==> config.mk <==
export PLATFORM = sky130hd
export DESIGN_NAME = alu_writeback
export DESIGN_NICKNAME = d
export VERILOG_FILES = /design/src/rtl/cpu_pkg.sv /design/src/rtl/wb_fifo2.sv /design/src/rtl/alu_writeback.sv
export SDC_FILE = /design/constraint.sdc
export NUM_CORES = 1
export LEC_CHECK = 0
export BUFFER_PORTS_ARGS = -buffer_cell sky130_fd_sc_hd__buf_2
export CAP_MARGIN = 20
export CORE_MARGIN = 2
export CORE_UTILIZATION = 37
export DETAILED_ROUTE_END_ITERATION = 12
export GPL_ROUTABILITY_DRIVEN = 0
export PLACE_DENSITY = 0.67
export SYNTH_ARGS = -nofsm -noshare
export SYNTH_HDL_FRONTEND = slang
export SYNTH_SLANG_ARGS = --single-unit
==> constraint.sdc <==
create_clock -name clk -period 2 [get_ports clk]
set_input_delay 0.3 -clock clk [delete_from_list [all_inputs] [get_ports clk]]
set_output_delay 0.3 -clock clk [all_outputs]
set_load 0.005 [all_outputs]
==> src/rtl/cpu_pkg.sv <==
// Shared CPU definitions for the ALU result path.
//   OPC_*        opcodes whose results write the destination register
//   is_write_op  1 when an opcode's result must be written to rd
//   wb_entry_t   one buffered ALU result {opcode, rd, data}
//   wb_state_e   head-presentation states of the writeback stage
package cpu_pkg;

  localparam int unsigned DataW = 16;
  localparam int unsigned RegAw = 3;

  localparam logic [3:0] OPC_ADD = 4'b0000;
  localparam logic [3:0] OPC_SUB = 4'b0001;
  localparam logic [3:0] OPC_AND = 4'b0010;
  localparam logic [3:0] OPC_OR  = 4'b0011;
  localparam logic [3:0] OPC_XOR = 4'b0100;

  typedef struct packed {
    logic [3:0]       opcode;
    logic [RegAw-1:0] rd;
    logic [DataW-1:0] data;
  } wb_entry_t;

  typedef enum logic [0:0] {
    StIdle,
    StPresent
  } wb_state_e;

  // Write-class opcodes form the contiguous range OPC_ADD..OPC_XOR.
  function automatic logic is_write_op(input logic [3:0] opcode);
    return (opcode <= OPC_XOR);
  endfunction

endpackage

==> src/rtl/wb_fifo2.sv <==
// Two-entry circular buffer of writeback entries.
//   clk, rst          clock, synchronous active-high reset (drops all entries)
//   push, din         write din at the tail (caller guarantees not full)
//   pop               discard the head (caller guarantees not empty)
//   head, head_valid  oldest entry and whether it exists
//   tail, tail_valid  youngest entry and whether it exists (equals head when count=1)
//   count             occupancy 0..2
module wb_fifo2
  import cpu_pkg::*;
(
  input  logic      clk,
  input  logic      rst,
  input  logic      push,
  input  logic      pop,
  input  wb_entry_t din,
  output wb_entry_t head,
  output logic      head_valid,
  output wb_entry_t tail,
  output logic      tail_valid,
  output logic [1:0] count
);

  wb_entry_t  mem_q [2];
  logic       rd_ptr_q, wr_ptr_q;
  logic [1:0] count_q, count_d;

  always_comb begin
    count_d = count_q;
    unique case ({push, pop})
      2'b10:   count_d = count_q + 2'd1;
      2'b01:   count_d = count_q - 2'd1;
      default: count_d = count_q;
    endcase
  end

  always_ff @(posedge clk) begin
    if (rst) begin
      rd_ptr_q <= 1'b0;
      wr_ptr_q <= 1'b0;
      count_q  <= 2'd0;
    end else begin
      if (push) wr_ptr_q <= ~wr_ptr_q;
      if (pop)  rd_ptr_q <= ~rd_ptr_q;
      count_q <= count_d;
    end
  end

  // Storage needs no reset; occupancy alone says which slots are live.
  always_ff @(posedge clk) begin
    if (push) mem_q[wr_ptr_q] <= din;
  end

  assign head       = mem_q[rd_ptr_q];
  assign tail       = mem_q[~wr_ptr_q];
  assign head_valid = (count_q != 2'd0);
  assign tail_valid = (count_q != 2'd0);
  assign count      = count_q;

endmodule

==> src/rtl/alu_writeback.sv <==
// ALU writeback stage: buffers tagged ALU results and drives the register-file write port.
//   clk, rst                    clock, synchronous active-high reset
//   res_valid/res_ready         result handshake; res_ready = buffer not full
//   res_opcode/res_rd/res_data  incoming result
//   rf_we/rf_waddr/rf_wdata     registered write port, held stable until rf_ready
//   rf_ready                    register file takes the write this cycle
//   fwd_addr/fwd_hit/fwd_data   bypass of the youngest pending write to fwd_addr
//   retired                     results retired (write or no-write), wrapping
// N and RA must match the cpu_pkg entry widths; DEPTH is fixed at 2.
module alu_writeback
  import cpu_pkg::*;
#(
  parameter int unsigned N     = DataW,
  parameter int unsigned RA    = RegAw,
  parameter int unsigned DEPTH = 2
) (
  input  logic          clk,
  input  logic          rst,
  input  logic          res_valid,
  output logic          res_ready,
  input  logic [3:0]    res_opcode,
  input  logic [RA-1:0] res_rd,
  input  logic [N-1:0]  res_data,
  output logic          rf_we,
  output logic [RA-1:0] rf_waddr,
  output logic [N-1:0]  rf_wdata,
  input  logic          rf_ready,
  input  logic [RA-1:0] fwd_addr,
  output logic          fwd_hit,
  output logic [N-1:0]  fwd_data,
  output logic [15:0]   retired
);

  wb_state_e     state_q, state_d;
  wb_entry_t     in_entry, head, tail, nxt_entry;
  logic          head_valid, tail_valid, nxt_valid;
  logic [1:0]    count;
  logic          push, pop;
  logic          rf_we_q;
  logic [RA-1:0] rf_waddr_q;
  logic [N-1:0]  rf_wdata_q;
  logic [15:0]   retired_q;

  assign in_entry  = '{opcode: res_opcode, rd: res_rd, data: res_data};
  assign res_ready = (32'(count) < DEPTH);
  assign push      = res_valid & res_ready;
  // rf_we_q is set exactly when a write-class head is presented; other heads leave unconditionally.
  assign pop       = (state_q == StPresent) & (~rf_we_q | rf_ready);

  wb_fifo2 u_fifo (
    .clk        (clk),
    .rst        (rst),
    .push       (push),
    .pop        (pop),
    .din        (in_entry),
    .head       (head),
    .head_valid (head_valid),
    .tail       (tail),
    .tail_valid (tail_valid),
    .count      (count)
  );

  // State register
  always_ff @(posedge clk) begin
    if (rst) state_q <= StIdle;
    else     state_q <= state_d;
  end

  // Head the buffer will present after this edge, so output regs track it with no bubble:
  // an empty-buffer push lands on rf_we one cycle later, and a pop reloads the next entry at once.
  always_comb begin
    nxt_valid = 1'b0;
    nxt_entry = head;
    if (pop) begin
      if (count == 2'd2) begin
        nxt_valid = 1'b1;
        nxt_entry = tail;
      end else if (push) begin
        nxt_valid = 1'b1;
        nxt_entry = in_entry;
      end
    end else if (head_valid) begin
      nxt_valid = 1'b1;
      nxt_entry = head;
    end else if (push) begin
      nxt_valid = 1'b1;
      nxt_entry = in_entry;
    end
  end

  // Next-state logic
  always_comb begin
    state_d = nxt_valid ? StPresent : StIdle;
  end

  // Output registers: loaded from the presented head; address/data hold while idle.
  always_ff @(posedge clk) begin
    if (rst) begin
      rf_we_q    <= 1'b0;
      rf_waddr_q <= '0;
      rf_wdata_q <= '0;
    end else begin
      rf_we_q <= nxt_valid & is_write_op(nxt_entry.opcode);
      if (nxt_valid) begin
        rf_waddr_q <= nxt_entry.rd;
        rf_wdata_q <= nxt_entry.data;
      end
    end
  end

  always_ff @(posedge clk) begin
    if (rst)      retired_q <= 16'd0;
    else if (pop) retired_q <= retired_q + 16'd1;
  end

  // Forwarding: head checked first so a tail match (youngest) overrides it.
  always_comb begin
    fwd_hit  = 1'b0;
    fwd_data = '0;
    if (head_valid && is_write_op(head.opcode) && (head.rd == fwd_addr)) begin
      fwd_hit  = 1'b1;
      fwd_data = head.data;
    end
    if (tail_valid && is_write_op(tail.opcode) && (tail.rd == fwd_addr)) begin
      fwd_hit  = 1'b1;
      fwd_data = tail.data;
    end
  end

  assign rf_we    = rf_we_q;
  assign rf_waddr = rf_waddr_q;
  assign rf_wdata = rf_wdata_q;
  assign retired  = retired_q;

endmodule

==> impl_results.md, run 1 <==
* Run status: finished with violations
* Failing checks: setup timing
* Number of vias per cell at between 5 and 6
* Fmax at 0.379 GHz
* Max-slew headroom at between 60% and 70%
* Most frequent cells in the layout: buf_2 (83), nor2_1 (59), o21ai_0 (55), edfxtp_1 (46), dfxtp_1 (39)
* Synth-to-Final Area Change at 26.4%
* First-pass GRT wire length at between 20 and 25 mm
* H-tree level count at 3
* IO Count at 84
* DR iter-0 viols at between 400 and 500
* Crit-path cells: o21a_1, or3_4, o31ai_4, o2111ai_4, mux2_4, a22o_1, buf_2
* Yosys top cell by area: edfxtp_1
* Share of cells above drive strength 1 at 29.1%
* Commonest non-fill, non-tap cell in the layout: buf_2
* Netlist cell types at 45
* Die ar. at approximately 13000 µm²
* Fin crit share at 132%
* Final Hold Fails at 0
* WL final at about 13 mm
* FF+latch count, synth at a little under 90
* Setup TNS at -9.65 ns
* Post-Layout Cell Count at 752
* Core Area at 12100 µm²
* Setup Skew at approximately 0.0069 ns
* Worst EP required at 1.70 ns
* Pwr dens at 1320 nW/µm²
* Synth warnings at 0
* Sequential share of the synthesized area at 47.9%
* Slew Limit Fails at 0
* Ant diodes at 0
* Post-synth EDFFs at between 40 and 50
* FP Rows at 40
* Top cell type's share of synthesized area at between 20% and 30%
* Grt total ovfl at 0
* Crit end category: output pin
* Slew @ Worst Pin at approximately 0.51 ns
* Syn Std Cell Area at 4640 µm²
* CTS Root Cell: clkbuf_16
* Vias in the first global route at around 3900
* Skew-Pair Late Insertion Delay at roughly 0.35 ns
* Fin crit period at between 2 and 3 ns
* Routed len/inst at 17.1 µm
* Crit path arrival time at ~2.3 ns
* Cells after Synth at 480
* Buf/Inv on CP at 1
* DRC Markers at 0
* CTS sink cnt at 88
* Slowest CP cell: mux2_4
* Primary flip-flop cell chosen by synthesis mapping: edfxtp_1
* Syn_nets at between 500 and 600
* Port bufs at just over 80
* CP Max Fanout at 6
* TritonCTS clock tree: built
* Final setup fails at 17
* Detail Placement HPWL at about 9.2 mm
* CTS Buffer Depth at 2
* Reg2Reg Setup Slack at approximately 0.12 ns
* Pin count of the biggest net entering global routing at 33
* Layout Utilization at between 40% and 50%
* Final Cell Area at roughly 5900 µm²
* Chip Width at approximately 120 µm
* Synth top area cells: edfxtp_1 (30%), dfxtp_1 (18%), mux2i_1 (8.0%), o21ai_0 (5.9%), nor2_1 (4.9%)
* Vert. Die Dim at about 120 µm
* Worst min-delay path category: in2reg
* Drt first pass iters at 5
* Max cap viols at 0
* CTS Hold Bufs at 0
* GRT Resource Usage Total at approximately a fifth
* RSZ-0062 raised after global routing: yes
* Placed cells at roughly 730
* Placed inst area at about 5400 µm²
* Worst setup SP type: flip-flop
* Setup CP Type: reg2out
* Kind of cell adding the most delay to the critical path: compound AO/OA/AOI/OAI gates
* Leak at 2.28 nW
* VDD IR max at between 0.6 and 0.7 mV
* Reg clk slew, reported paths at about 0.06 ns
* TritonCTS Buffers at 9
* Initial Util at 38.3%
* Routed Antenna Nets at 0
* Ys async rst share at 0%
* CP max stage delay at 0.40 ns
* Final worst slack at -0.636 ns
* Initial antenna violation count at 0
* DR vias at ~4000
* Fin nets at roughly 610
* Syn_area_per_cell at between 9 and 10 µm²
[report_power, final]
group | internal (W) | switching (W) | leakage, nW
Combinational | 0.00142 | 0.00188 | 1.34
Clock | 0.00108 | 0.000697 | 0.157
Sequential | 0.00236 | 0.000285 | 0.776
[per-stage QoR]
step	total power (W)	setup WS [ns]	hold WS, ns
after CTS	0.00766	-0.641	0.153
after global placement	0.00569	-0.223	0.447
after global routing	0.00822	-0.694	0.157
final	0.00773	-0.636	0.158
after detailed placement	0.00580	-0.266	0.450
after floorplan	0.00457	-0.146	0.399
[what timing repair did]
action / in CTS / in global routing
endpoints found under the setup margin: 22 / 30
gates cloned: 1 / 0
gates resized for setup: 11 / 12
buffers inserted: 1 / 0
pin swaps: 0 / 2
[layout make-up]
class                   count  area (µm²)
flip-flops and latches     88        2230
well taps                 168         210
fillers                  1144        6250
clock inverters             5        61.3
inverters                   5        18.8
repair buffers            124         764
multi-input cells         351        2320
clock buffers              11         264
[synthesized netlist by cell type, drive strengths merged (2+ instances only)]
library cell  instances
mux2                  2
ha                    2
o21ai                55
nand2                22
xnor2                 9
nand4                 6
a21o                  2
o211ai                2
clkbuf               23
edfxtp               46
a22o                 11
a221oi               11
o22ai                 6
nor3                 22
nor2                 62
buf                  14
nand2b                3
o21a                 14
dfxtp                42
or3                   7
nand3                17
a211oi               20
xor2                 12
a21oi                16
mux2i                38
inv                   5
[state kept, by name, summed over array words and instances, names as in the netlist, named ones only]
register	flops
u_fifo.mem_q	46
retired	16
rf_wdata	16
rf_waddr	3
u_fifo.count	2
rf_we	1
state_q	1
u_fifo.rd_ptr_q	1
u_fifo.wr_ptr_q	1
[worst paths after layout]
kind	cells after the start	end	start
max	7	fwd_data[0]	u_fifo.mem_q[1][19]
min	1	u_fifo.mem_q[0][15]	res_data[15]
max reg2reg	7	rf_wdata[13]	u_fifo.count[0]
min reg2reg	2	rf_wdata[15]	rf_wdata[15]
[cells by family after synthesis]
| logic type | share of synthesized area, % |
|---|---|
| and+or+nand+nor | 14.0 |
| AOI/OAI and AO/OA | 20.5 |
| DFF | 47.9 |
| buffers and inverters | 4.21 |
| muxes | 8.85 |
| xor gates and xnor gates | 3.97 |
| adders and majority gates | 0.540 |
[metal layers]
metal  up-vias  wire length (µm)  global-route usage [%]
li1       1976                 -                       -
met1      1942              5950                    27.9
met2       179              5750                    28.7
met3        17              1020                    5.02
met4         0               158                    6.51
met5         -                 0                       0
(Power assumes the default switching activity.)
==> inputs of run 2 (changes only) <==
BUFFER_PORTS_ARGS = -buffer_cell sky130_fd_sc_hd__clkbuf_2   (was -buffer_cell sky130_fd_sc_hd__buf_2)
CORE_ASPECT_RATIO = 0.7   (was default)
==> run 2 against run 1 <==
The flow still finishes with violations (setup timing); cell count shrank 1.1%; hold slack gained 0.015 ns; clock power shrank 13%; non-clock buffer count shrank 1; global-route usage grew 0.32 points; flip-flop and latch count is the same; clock skew grew 0.0014 ns; die area grew 0.11%; register-to-register slack lost 0.02 ns; sequential power is essentially flat; largest power group unchanged.
==> impl_results.md, run 2 (same netlist as run 1, synthesis figures left out) <==
* Leak at 2.20 nW (-3.5%)
* Crit. Startpoint: u_fifo.mem_q[1][19]
* FP Rows at 34 (-15%)
* M1 GR Usage at 28.9% (+1.1 points)
* Max cap viols at 0 (unchanged)
* Share of cells above drive strength 1 at 27.7% (-1.4 points)
* Skew-Pair Late Insertion Delay at 0.34 ns (about the same)
* DP Worst Slack at -0.319 ns (-0.0531 ns)
* CTS Hold Bufs at 0 (unchanged)
* DR vias at 4175 (+1.5%)
* Number of vias per cell at 5.61 (+2.6%)
* H-tree level count at 3 (unchanged)
* Initial Util at 37.6% (-0.70 points)
* P_int at 0.00462 W (-4.9%)
* Part of the power in the clock network at 20.8% (-2.2 points)
* Placed inst area at 5420 µm² (about the same)
* Grt total ovfl at 0 (unchanged)
* CTS Buffer Depth at 2 (unchanged)
* Reg2Reg Launch Point: u_fifo.count[1]
* DRC Markers at 0 (unchanged)
* Routed len/inst at 17.7 µm (+3.6%)
* Final Hold Fails at 0 (unchanged)
* Setup CP Type: reg2out
* Routed Antenna Nets at 0 (unchanged)
* Fmax at 0.383 GHz (+1.0%)
* Min-delay src: res_data[15]
* TritonCTS Buffers at 9 (unchanged)
* Logic pwr share at 43.3% (+0.5 points)
* Reported net switching power at 0.00281 W (-2.0%)
* WL final at 13.2 mm (+2.5%)
* Vias in the first global route at 3952 (+1.7%)
* Slew Limit Fails at 0 (unchanged)
* Pin count of the biggest net entering global routing at 33 (unchanged)
* CTS sink cnt at 88 (unchanged)
* Initial antenna violation count at 0 (unchanged)
* Failing checks: setup timing
* Worst setup SP type: flip-flop
* Fin crit period at 2.61 ns (-0.0269 ns)
* CP Max Fanout at 11 (+5)
* Drt first pass iters at 5 (unchanged)
* GRT Resource Usage Total at 19.8% (+0.32 points)
* Pwr dens at 1290 nW/µm² (-2.0%)
* Die ar. at 13500 µm² (+0.11%)
* GRT Max-Usage Layer: met2
* Setup Skew at 0.00832 ns (+0.00144 ns)
* Max-slew headroom at 63.5% (-2.4 points)
* Flop pwr share at 35.9% (+1.7 points)
* Commonest non-fill, non-tap cell in the layout: clkbuf_2
* GRT met3 Usage at 4.69% (-0.33 points)
* Vert. Die Dim at 97.7 µm (-16%)
* Max reg flops at 46 (unchanged)
* Synth-to-Final Area Change at 24.1%
* Crit path arrival time at 2.31 ns (-0.03 ns)
* Most frequent cells in the layout: clkbuf_2 (83), nor2_1 (58), o21ai_0 (54), edfxtp_1 (46), dfxtp_1 (38)
* Fin crit share at 130% (-1.3 points)
* Worst EP required at 1.70 ns (about the same)
* Reg clk slew, reported paths at 0.07 ns (about the same)
* Slew @ Worst Pin at 0.546 ns (+0.0358 ns)
* M2 GR Usage at 29.3% (+0.54 points)
* Chip Width at 138 µm (+19%)
* VDD IR max at 0.670 mV (-3.2%)
* Fin nets at 609 (-0.33%)
* First-pass GRT wire length at 20.7 mm (+2.7%)
* Worst min-delay path category: in2reg
* CTS Root Cell: clkbuf_16
* Final Cell Area at 5760 µm² (-1.8%)
* Final worst slack at -0.610 ns (+0.0269 ns)
* Detail Placement HPWL at 9.35 mm (+1.7%)
* Run status: finished with violations
* TritonCTS clock tree: built
* Crit end category: output pin
* IO Count at 84 (unchanged)
* Ant diodes at 0 (unchanged)
* Layout Utilization at 46.7% (-1.8 points)
* Final setup fails at 17 (unchanged)
* Sw frac at 37.8% (+0.72 points)
* DR iter-0 viols at 248 (-50%)
* RSZ-0062 raised after global routing: yes
* Core Area at 12300 µm² (+1.9%)
* Largest reg by FF count: u_fifo.mem_q
* Port bufs at 83 (unchanged)
==> run 2: worst max-delay path: stages, from the launching register on <==
cell and delay [ns]:
edfxtp_1 0.36, o21a_1 0.21, or3_4 0.34, o31ai_4 0.08, o2111ai_4 0.17, mux2_4 0.42, a22o_1 0.27, clkbuf_2 0.12
==> run 2: path summary, 6_finish.rpt <==
kind | to | cells past startpoint | slack [ns]
hold / removal | u_fifo.mem_q[1][15] | 1 | 0.17
setup reg to reg | rf_wdata[1] | 8 | 0.10
hold reg to reg | rf_waddr[2] | 2 | 0.45
setup / recovery | fwd_data[14] | 7 | -0.61
==> run 2: power by group through the flow <==
stage | Sequential (W) | Combinational [W] | Clock (W)
after global placement | 0.00266 | 0.00302 | 0
after CTS | 0.00266 | 0.00315 | 0.00158
final | 0.00267 | 0.00322 | 0.00154
after global routing | 0.00271 | 0.00354 | 0.00166
after floorplan | 0.00260 | 0.00198 | 0
after detailed placement | 0.00268 | 0.00311 | 0
==> run 2: repair_timing <==
item / CTS / global route
endpoints found under the setup margin: 17 / 23
setup buffers: 1 / 0
resized for setup: 7 / 11
pin swaps: 0 / 3
==> run 2: layer usage <==
metal / up-vias / share of wire, % / wire length [µm]
met5: - / 0 / 0
met4: 0 / 1.3 / 178
met3: 17 / 6.4 / 849
met2: 153 / 45 / 5930
met1: 2036 / 47 / 6240
li1: 1969 / - / -
==> run 2: stage by stage <==
stage | TNS, ns | hold slack, ns | instances | power, W
after global placement | -3.45 | 0.454 | 727 | 0.00568
after detailed placement | -4.49 | 0.446 | 727 | 0.00579
after CTS | -8.77 | 0.158 | 744 | 0.00739
after floorplan | -4.67 | 0.399 | 480 | 0.00457
final | -8.37 | 0.173 | 744 | 0.00743
after global routing | -10.01 | 0.157 | 744 | 0.00790
==> run 2: final cells by class <==
cell class,instances,area [µm²]
clock inverter,3,17.5
timing repair buffer,123,757
tap,162,203
clock buffer,13,250
multi-input combinational,350,2280
inverter,5,18.8
fill,1174,6580
sequential,88,2230
==> inputs of run 3 (changes only) <==
--- a/config.mk
+++ b/config.mk
@@ -13,5 +13,4 @@
 export DETAILED_ROUTE_END_ITERATION = 12
 export GPL_ROUTABILITY_DRIVEN = 0
-export PLACE_DENSITY = 0.67
 export SYNTH_ARGS = -nofsm -noshare
 export SYNTH_HDL_FRONTEND = slang
==> constraint.sdc (replaced) <==
create_clock -name clk -period 2 [get_ports clk]
set_input_delay 0.3 -clock clk [delete_from_list [all_inputs] [get_ports clk]]
set_output_delay 0.3 -clock clk [all_outputs]
set_load 0.1 [all_outputs]
==> run 3 against run 2 <==
Highest routed layer unchanged; maximum frequency down 5.1%; the run still ends with setup timing left; sequential power hardly changed; utilization rose by 5.4 points; hold slack got worse by 0.0046 ns.
==> impl_results.md, run 3 (same netlist as run 1, synthesis figures left out) <==
* Vias in the first global route at 4264 (+7.9%)
* Final Hold Fails at 0 (unchanged)
* Hold WS at 0.169 ns (-0.00458 ns)
* Pin count of the biggest net entering global routing at 25 (-24%)
* Worst min-delay path category: in2reg
* Run status: finished with violations
* Register area at 2250 µm² (+0.67%)
* Number of vias per cell at 5.66 (+0.89%)
* Reg clk slew, reported paths at 0.06 ns (about the same)
* H-tree level count at 3 (unchanged)
* Power, Total at 0.00977 W (+31%)
* TritonCTS Buffers at 9 (unchanged)
* Initial antenna violation count at 0 (unchanged)
* Initial Util at 37.6% (unchanged)
* Fmax at 0.364 GHz (-5.1%)
* Logic pwr share at 54.6% (+11 points)
* Pwr dens at 1520 nW/µm² (+18%)
* IO Count at 84 (unchanged)
* Final setup fails at 17 (unchanged)
* Most frequent cells in the layout: clkbuf_2 (65), nor2_1 (56), o21ai_0 (52), buf_4 (51), edfxtp_1 (46)
* Largest reg by FF count: u_fifo.mem_q
* Synth-to-Final Area Change at 38.6%
* P_int at 0.00508 W (+9.9%)
* DP Worst Slack at -0.484 ns (-0.165 ns)
* CTS Root Cell: clkbuf_16
* Drt first pass iters at 4 (-1)
* First-pass GRT wire length at 22.1 mm (+7.1%)
* WL final at 13.7 mm (+3.9%)
* Fin crit share at 138% (+7.1 points)
* Skew-Pair Late Insertion Delay at 0.34 ns (about the same)
* Worst EP required at 1.70 ns (about the same)
* Setup CP Type: reg2out
* Worst setup SP type: flip-flop
* Final-layout fill cell count at 1122 (-4.4%)
* VDD IR max at 0.803 mV (+20%)
* CTS sink cnt at 88 (unchanged)
* RSZ-0062 raised after global routing: yes
* Fin nets at 627 (+3.0%)
* Part of the power in the clock network at 18.0% (-2.8 points)
* DR vias at 4314 (+3.3%)
* Routed len/inst at 18.0 µm (+1.4%)
* Final worst slack at -0.751 ns (-0.141 ns)
* Max-slew headroom at 63.1% (-0.48 points)
* Flop pwr share at 27.4% (-8.5 points)
* Slew Limit Fails at 0 (unchanged)
* GRT Resource Usage Total at 21.2% (+1.4 points)
* Setup Skew at 0.00632 ns (-0.00200 ns)
* Max cap viols at 0 (unchanged)
* Crit end category: output pin
* Setup TNS at -11.47 ns (-3.10 ns)
* Failing checks: setup timing
* Crit path arrival time at 2.45 ns (+0.14 ns)
* CTS Hold Bufs at 0 (unchanged)
* Share of cells above drive strength 1 at 36.2% (+8.5 points)
* Commonest non-fill, non-tap cell in the layout: clkbuf_2
* DR iter-0 viols at 273 (+10%)
* CTS Buffer Depth at 2 (unchanged)
* CP Max Fanout at 11 (unchanged)
* Grt total ovfl at 0 (unchanged)
* FP Rows at 34 (unchanged)
* Slew @ Worst Pin at 0.557 ns (+0.0102 ns)
* TritonCTS clock tree: built
* Detail Placement HPWL at 9.77 mm (+4.6%)
* Routed Antenna Nets at 0 (unchanged)
* Area of the multi-input gates at 2470 µm² (+8.6%)
* Die ar. at 13500 µm² (unchanged)
* Leak at 2.46 nW (+12%)
* Max reg flops at 46 (unchanged)
* Fin crit period at 2.75 ns (+0.141 ns)
* DRC Markers at 0 (unchanged)
* Ant diodes at 0 (unchanged)
* Core Area at 12300 µm² (unchanged)
* Port bufs at 83 (unchanged)
* Chip Width at 138 µm (unchanged)
* Sw frac at 48.0% (+10 points)
* Vert. Die Dim at 97.7 µm (unchanged)
* Reported net switching power at 0.00469 W (+67%)
run 3: repair_timing:
| item | CTS | global route |
|---|---|---|
| setup endpoints to repair | 20 | 36 |
| buffers inserted | 1 | 3 |
| pin swaps | 0 | 4 |
| gates resized for setup | 17 | 22 |
| gates cloned | 0 | 0 |
run 3: power by group through the flow:
stage / Clock [W] / Sequential (W) / Combinational, W
2_1_floorplan: 0 / 0.00399 / 0.00232
3_3_place_gp: 0 / 0.00267 / 0.00501
3_5_place_dp: 0 / 0.00268 / 0.00511
4_1_cts: 0.00179 / 0.00266 / 0.00519
5_1_grt: 0.00187 / 0.00272 / 0.00567
6_report: 0.00176 / 0.00268 / 0.00534
run 3: layout make-up:
| cell class | instances | share of cell area [%] |
|---|---|---|
| Clock buffer | 12 | 4.50 |
| Clock inverter | 4 | 0.448 |
| Inverter | 5 | 0.389 |
| Multi-Input combinational cell | 350 | 38.5 |
| Sequential cell | 88 | 35.0 |
| Tap cell | 162 | 3.15 |
| Timing Repair Buffer | 141 | 18.0 |
run 3: path summary, 6_finish.rpt:
path                                     startpoint                  end  slack (ns)  cells after the start
worst max-delay path            u_fifo.mem_q[1][19]          fwd_data[0]       -0.75                      7
worst min-delay path                  res_opcode[2]  u_fifo.mem_q[0][21]        0.17                      1
worst max register to register      u_fifo.count[0]          rf_waddr[1]        0.09                      9
worst min register to register          rf_waddr[2]          rf_waddr[2]        0.46                      2
run 3: critical path, cell delays in order (launching register included):
cell	delay (ns)
edfxtp_1	0.36
o21a_1	0.21
or3_4	0.34
o31ai_4	0.09
o2111ai_4	0.19
mux2_4	0.45
a22o_2	0.31
buf_12	0.17
run 3: metrics by stage:
stage / area (µm²) / utilization [%] / cells
final: 6430 / 52.1 / 762
after global routing: 6430 / 52.1 / 762
after CTS: 6340 / 51.4 / 760
after detailed placement: 5960 / 48.3 / 743
after global placement: 5960 / 48.3 / 743
after floorplan: 4830 / - / 480
run 3: per-layer routing:
layer | track usage, % | share of wire (%)
met2 | 32.9 | 46
met1 | 29.3 | 46
met5 | 0 | 0
met3 | 4.85 | 6.5
met4 | 6.36 | 1.4
